===== src/rtl/tick_timer_pkg.sv =====
// Shared types and defaults for the tick_timer block.
package tick_timer_pkg;

  typedef enum logic {
    IDLE = 1'b0,
    RUN  = 1'b1
  } state_t;

  localparam int DEFAULT_WIDTH       = 16;
  localparam int DEFAULT_SYNC_STAGES = 2;

endpackage


===== src/rtl/tick_timer_sync.sv =====
// tick_sync: brings the asynchronous TICK_IN level into the CLK domain and
// turns each rising edge into a single-cycle TICK pulse.
module tick_sync #(
  parameter int SYNC_STAGES = 2
) (
  input  logic CLK,
  input  logic RST,
  input  logic TICK_IN,
  output logic TICK
);

  logic [SYNC_STAGES-1:0] sync;
  logic                   prev;

  // synchronizer chain plus the delayed copy used for edge detection
  always_ff @(posedge CLK) begin
    if (RST) begin
      sync <= '0;
      prev <= 1'b0;
    end else begin
      sync <= {sync[SYNC_STAGES-2:0], TICK_IN};
      prev <= sync[SYNC_STAGES-1];
    end
  end

  // pulse is combinational so the edge after it applies the decrement
  always_comb begin
    TICK = sync[SYNC_STAGES-1] & ~prev;
  end

endmodule


===== src/rtl/tick_timer.sv =====
// tick_timer: one-shot / periodic down-counter advanced by synchronized
// TICK_IN rising edges. Optional sticky IRQ under TICK_TIMER_IRQ_EN.
module tick_timer
  import tick_timer_pkg::*;
#(
  parameter int WIDTH       = DEFAULT_WIDTH,
  parameter int SYNC_STAGES = DEFAULT_SYNC_STAGES
) (
  input  logic             CLK,
  input  logic             RST,
  input  logic             TICK_IN,
  input  logic             START,
  input  logic             STOP,
  input  logic             MODE,
  input  logic [WIDTH-1:0] LOAD,
`ifdef TICK_TIMER_IRQ_EN
  input  logic             IRQ_CLR,
  output logic             IRQ,
`endif
  output logic [WIDTH-1:0] COUNT,
  output logic             BUSY,
  output logic             DONE
);

  localparam logic [WIDTH-1:0] ONE = WIDTH'(1);

  state_t           state;
  state_t           state_next;
  logic [WIDTH-1:0] count;
  logic [WIDTH-1:0] count_next;
  logic             mode_q;
  logic             mode_next;
  logic             done_q;
  logic             done_next;
  logic             tick;

  tick_sync #(
    .SYNC_STAGES(SYNC_STAGES)
  ) u_tick_sync (
    .CLK    (CLK),
    .RST    (RST),
    .TICK_IN(TICK_IN),
    .TICK   (tick)
  );

  // state register: FSM state, remaining count, latched mode, done pulse
  always_ff @(posedge CLK) begin
    if (RST) begin
      state  <= IDLE;
      count  <= '0;
      mode_q <= 1'b0;
      done_q <= 1'b0;
    end else begin
      state  <= state_next;
      count  <= count_next;
      mode_q <= mode_next;
      done_q <= done_next;
    end
  end

  // next-state logic; STOP beats START beats TICK
  always_comb begin
    state_next = state;
    count_next = count;
    mode_next  = mode_q;
    done_next  = 1'b0;
    if (STOP) begin
      state_next = IDLE;
    end else if (START) begin
      if (LOAD != '0) begin
        count_next = LOAD;
        mode_next  = MODE;
        state_next = RUN;
      end else begin
        count_next = '0;
        done_next  = 1'b1;
        state_next = IDLE;
      end
    end else begin
      case (state)
        IDLE: begin
          state_next = IDLE;
        end
        RUN: begin
          if (!tick) begin
            state_next = RUN;
          end else if (count > ONE) begin
            count_next = count - ONE;
          end else if (count == ONE) begin
            done_next = 1'b1;
            if (mode_q && (LOAD != '0)) begin
              count_next = LOAD;
            end else begin
              count_next = '0;
              state_next = IDLE;
            end
          end else begin
            // zero count in RUN cannot arise; fall back to IDLE without wrapping
            count_next = '0;
            state_next = IDLE;
          end
        end
        default: begin
          state_next = IDLE;
          count_next = '0;
        end
      endcase
    end
  end

  // output decode from registered state
  always_comb begin
    COUNT = count;
    BUSY  = (state == RUN);
    DONE  = done_q;
  end

`ifdef TICK_TIMER_IRQ_EN
  logic irq_q;

  // sticky interrupt: set on expiry, set wins over a coincident clear
  always_ff @(posedge CLK) begin
    if (RST) begin
      irq_q <= 1'b0;
    end else if (done_next) begin
      irq_q <= 1'b1;
    end else if (IRQ_CLR) begin
      irq_q <= 1'b0;
    end else begin
      irq_q <= irq_q;
    end
  end

  // interrupt output
  always_comb begin
    IRQ = irq_q;
  end
`endif

endmodule


===== config.mk =====
export PLATFORM = sky130hd
export DESIGN_NAME = tick_timer
export DESIGN_NICKNAME = d
export VERILOG_FILES = /design/src/rtl/tick_timer_pkg.sv /design/src/rtl/tick_timer_sync.sv /design/src/rtl/tick_timer.sv
export SDC_FILE = /design/constraint.sdc
export NUM_CORES = 1
export LEC_CHECK = 0
export BUFFER_PORTS_ARGS = -buffer_cell sky130_fd_sc_hd__buf_2
export CAP_MARGIN = 20
export CORE_ASPECT_RATIO = 0.9
export CORE_MARGIN = 1.5
export CORE_UTILIZATION = 46
export DETAILED_ROUTE_END_ITERATION = 10
export GPL_TIMING_DRIVEN = 0
export PLACE_DENSITY = 0.75
export SKIP_CTS_REPAIR_TIMING = 1
export SLEW_MARGIN = 5
export SYNTH_ARGS = -nofsm -noshare
export SYNTH_HDL_FRONTEND = slang
export SYNTH_SLANG_ARGS = --single-unit

===== constraint.sdc =====
create_clock -name CLK -period 2 [get_ports CLK]
set_input_delay 0.2 -clock CLK [delete_from_list [all_inputs] [get_ports CLK]]
set_output_delay 0.2 -clock CLK [all_outputs]
set_load 0.02 [all_outputs]

# Word-level counts from Yosys, hierarchy flattened
# Cells that the tools add are included.
[totals] mem_bits_rw=0 out_inout_bits=18 n_memories=0 romBits=0 elab_cells=40 regBits=22 latch_bits=0
[classes] bitwise=4 reduce_logical=7 n_eq_ne=1 mul=0 n_shift=0 n_lt_le_gt_ge=1 div_mod_pow=0 muxes=20 add_sub_neg=1
[op_table] cell="two-way mux 16 bit" n=7
[op_table] cell="== test 16 x 1 -> 1 bit, second input constant" n=1
[op_table] cell="> comparator 16 x 1 -> 1 bit, second input constant" n=1
[op_table] cell="nonzero test 16 bit" n=1
[op_table] cell="subtractor 16 x 1 -> 16 bit, second input constant" n=1
[op_table] cell="two-way mux 1 bit" n=12
[op_table] cell="AND reduction 3 bit" n=2
[op_table] cell="nonzero test 2 bit" n=2
[op_table] cell="inverter 1 bit" n=3
[op_table] cell="one-hot mux 1 bit (2 select lines)" n=1
[op_table] cell="OR reduction 2 bit" n=1
[op_table] cell="AND 1 bit" n=1
[op_table] cell="logical AND 1 bit" n=1

# Longest topological paths before layout
[depth] depth_word=8 depth_mapped=8 ltp_nobuf=7

# Modules after synthesis
# A second synthesis with hierarchy kept.
[unflattened] hier_cells=164 hier_area_um2=1427.6
[modules_own_cells] mod="tick_timer" seq_area_each_um2=380.4 instances=1 cells_each=157 area_each_um2=1340.0
[modules_own_cells] mod="tick_sync" seq_area_each_um2=60.1 instances=1 cells_each=7 area_each_um2=87.6

# Worst setup path after synthesis
# OpenSTA, ideal clock, no wires.
[synth_path] kind="register -> register" from="register count[4] (netlist: COUNT[4])" to="register count[13] (netlist: COUNT[13])" stages_incl_launch_ff=7 t_required_ns=1.856 slack_ns=-0.153 t_arrival_ns=2.009 period_less_slack_ns=2.153 cell_sequence="dfxtp_1 -> or4_4 -> nor4b_4 -> a21oi_2 -> buf_6 -> a32oi_1 -> o32ai_1"
[synth_via] elab_chain_cells=6 elab_cells_between_ends=8 cone_classes="add/sub (1); order compare (1); eq/ne (1); mux (5)"
[synth_rtl] item="start, declared" line_no="tick_timer.sv:29" rtl="logic [WIDTH-1:0] count;"
[synth_rtl] item="start signal, assigned" line_no="tick_timer.sv:55" rtl="count <= count_next;"
[synth_rtl] item="branches (longest 2 deep; another with subtractor 16 x 1 -> 16 bit)"
[synth_rtl] item="two-way mux 16 bit (*)" line_no="tick_timer.sv:87" rtl="end else if (count > ONE) begin"
[synth_rtl] item="two-way mux 16 bit (*)" line_no="tick_timer.sv:85" rtl="if (!tick) begin"
[synth_rtl] item="two-way mux 16 bit (*)" line_no="tick_timer.sv:80" rtl="case (state)"
[synth_rtl] item="two-way mux 16 bit (*)" line_no="tick_timer.sv:69" rtl="end else if (START) begin"
# Mark *: on every way between the ends. The select of a mux whose other input is x is not followed.
# A chain may end at the register's enable or synchronous reset.

# Worst setup path after layout
[layout_path] from="register count[4] (netlist: COUNT[4])" to="register count[15] (netlist: COUNT[15])"
# Same word-level chain as after synthesis.

==> run_results.csv <==
group,metric,value,unit
hold_path,min_path_cells,2,
cts,htree_levels,1,
sta,finalSetupTns,-1070,ps
cells_and_area,nets,264,
synth,postSynthAreaPerCell,7.82,µm²
worst_setup_path,criticalPathCategory,"flip-flop to flip-flop",
worst_setup_path,cp.required,2180,ps
power,power.density,754,mW/mm²
worst_setup_path,r2r_cells,7,
cts,insertion_delay,320,ps
cells_and_area,drive_gt1_frac,0.414,
floorplan,die_area,0.00344,mm²
hold_path,min_path_type,"input port to flip-flop",
sta,post-route-period-util,1.08,
sta,tightest_slew,763,ps
floorplan,num_io_pins,40,
sta,fin_crit,2150,ps
synth,async_flop_share,0,
global_route,grt_pass1_vias,1537,
flow_run,drv_cap,0,
detailed_routing,wire_per_inst,19.1,µm
sta,fmax,465,MHz
worst_setup_path,crit_fanout,7,
global_route,track_usage,0.284,
floorplan,num_rows,18,
cells_and_area,diodes,0,
synth,synth_edf_count,0,
synth,ys_types,51,
worst_setup_path,rrSetupSlack,-150,ps
status,violations,"setup timing",
synth,yosys-top-cells-area,"dfxtp_1, nor2_1, o21ai_0",
worst_setup_path,worstReg2RegStart,"COUNT[4]",
power,ir_worst_vdd,479,µV
detailed_routing,via_per_inst,6.45,
worst_setup_path,startpoint,"COUNT[4]",
detailed_routing,ant_nets,0,
detailed_routing,met1_length,2180,µm
placement,dp.cells,260,
cells_and_area,syn_to_final_growth,43.5,%
synth,synth_seq_cells,22,
cts,clock_sinks,22,
sta,skew,10.1,ps
worst_setup_path,reg2reg_to,"COUNT[15]",
sta,setup_viol,13,
cts,cts_buffers,3,
synth,yosysWarnings,0,
detailed_routing,drt_iter0_markers,191,
worst_setup_path,crit_path_end_kind,"flip-flop",
floorplan,die_width,61.6,µm
floorplan,die_y,55.8,µm
sta,report.final.slew_viol_count,0,
detailed_routing,top_layer_used,"met4",
floorplan,start_util,0.502,
sta,holdWs,91.7,ps
cts,cts_tree,"done",
synth,synth_top_area_share,0.309,
cells_and_area,fin_cells,279,
floorplan,core,0.00284,mm²
cells_and_area,seq_area,463,µm²
cells_and_area,num-fill-cells,244,
detailed_routing,first_pass_iters,7,
detailed_routing,routed-wl-met3,601,µm
detailed_routing,drc,0,
detailed_routing,dr_wl_met2,2460,µm
cts,path_clk_slew,130,ps
status,status,"complete, but fails checks",
detailed_routing,vias,1800,
cells_and_area,multi_input_area,0.00110,mm²
sta,worst_slack,-151,ps
hold_path,whs_endpoint,"u_tick_sync.sync[0]",
power,p_leak,0.807,nW
sta,hold_viol_final,0,
global_route,grt_max_degree,13,
hold_path,hp-start,"TICK_IN",
synth,synthCells,182,
placement,gp_congestion,0.940,
synth,ys_seq_area_frac,0.309,
global_route,grt_first_pass_wirelength,7430,µm
synth,yosysTopAreaCell,"dfxtp_1",
synth,ys.flop_type,"dfxtp_1",
synth,synthesis.nets,206,
placement,io_buffers,38,
global_route,overflow,0,
placement,place_ws,-285,ps
detailed_routing,wirelength,5340,µm
worst_setup_path,arrival,2330,ps
synth,netlist_area,0.00142,mm²
sta,max-slew-margin-rel,0.486,
worst_setup_path,start_kind,"flip-flop",
cts,clockBufferDepth,2,
sta,rsz0062_at_grt,"true",
cts,cts-root-buf,"clkbuf_4",
placement,hpwl,3510,µm
global_route,antenna_found_initial,0,
area by class of cell:
cell class / instances / area share
Buffer: 7 / 0.0171
Clock buffer: 4 / 0.0178
Inverter: 7 / 0.0129
Multi-Input combinational cell: 144 / 0.538
Sequential cell: 22 / 0.227
Tap cell: 40 / 0.0245
Timing Repair Buffer: 55 / 0.163
cell usage in the layout (no fill, tap or decap), drive strengths merged, types with 2 or more instances in the layout:
| cell | netlist | layout |
|---|---|---|
| a211o | 2 | 2 |
| o32ai | 2 | 2 |
| nand4 | 4 | 4 |
| xnor2 | 2 | 2 |
| a31oi | 4 | 4 |
| clkbuf | 8 | 10 |
| nor4bb | 2 | 2 |
| ha | 2 | 2 |
| dfxtp | 22 | 22 |
| nor3 | 6 | 6 |
| nand3 | 9 | 9 |
| nor4 | 11 | 11 |
| o22ai | 3 | 3 |
| inv | 6 | 6 |
| or4 | 3 | 3 |
| a32oi | 3 | 3 |
| nor2b | 5 | 5 |
| nand2 | 11 | 11 |
| and3 | 2 | 2 |
| o211ai | 6 | 6 |
| a21oi | 8 | 8 |
| buf | 1 | 56 |
| nor3b | 2 | 2 |
| a221oi | 3 | 3 |
| o21ai | 14 | 14 |
| nor2 | 21 | 21 |
| a211oi | 2 | 2 |
registers in the layout (all words and copies together) (netlist names):
register	cells
BUSY	1
u_tick_sync.sync	2
COUNT	16
DONE	1
u_tick_sync.prev	1
mode_q	1
worst max path at each step:
stage	end	slack [ps]	cells past startpoint
finish	COUNT[15]	-150	7
global route	COUNT[2]	-190	7
CTS	COUNT[13]	-320	6
detailed placement	COUNT[13]	-280	6
global placement	COUNT[10]	-260	7
floorplan	COUNT[13]	-20	6
power by group:
part           switching (mW)  internal, mW
clock                   0.145         0.111
combinational           0.408         0.326
sequential             0.0742         0.477
total                   0.627         0.914
cells by family after synthesis:
| kind of cell | after synthesis | share of synthesized area |
|---|---|---|
| AO/OA/AOI/OAI | 56 | 0.276 |
| XOR/XNOR | 2 | 0.0123 |
| AND/OR/NAND/NOR | 83 | 0.330 |
| buffers and inverters | 16 | 0.0474 |
| flip-flops | 22 | 0.309 |
| multiplexers | 1 | 0.00703 |
| adder cells (fa/ha/maj) | 2 | 0.0176 |
Yosys cell counts (all sizes together) (2+ instances only):
cell type	count
dfxtp	22
nor2	21
o21ai	14
nand2	11
nor4	11
nand3	9
a21oi	8
clkbuf	8
inv	6
nor3	6
o211ai	6
nor2b	5
a31oi	4
nand4	4
a221oi	3
a32oi	3
o22ai	3
or4	3
a211o	2
a211oi	2
and3	2
ha	2
nor3b	2
nor4bb	2
o32ai	2
xnor2	2
critical path: stages (launching register included):
cell,delay [ps]
dfxtp_4,390
or4_4,570
nor4b_4,260
buf_4,180
a21oi_4,110
buf_4,180
a221oi_2,220
nor3_1,90
layer usage:
metal  GRT usage  up-vias
met4      0.0851        0
met5           0        -
met2       0.406      130
met1       0.405      831
met3      0.0884       16
li1            -      823
through the flow:
step | util | total power, mW | cell area [µm²]
4_1_cts | 0.604 | 1.31 | 1710
6_report | 0.720 | 1.54 | 2040
3_5_place_dp | 0.591 | 1.06 | 1680
2_1_floorplan | - | 0.906 | 1440
5_1_grt | 0.720 | 1.61 | 2040
3_3_place_gp | 0.591 | 1.06 | 1680
(Power assumes the default switching activity.)
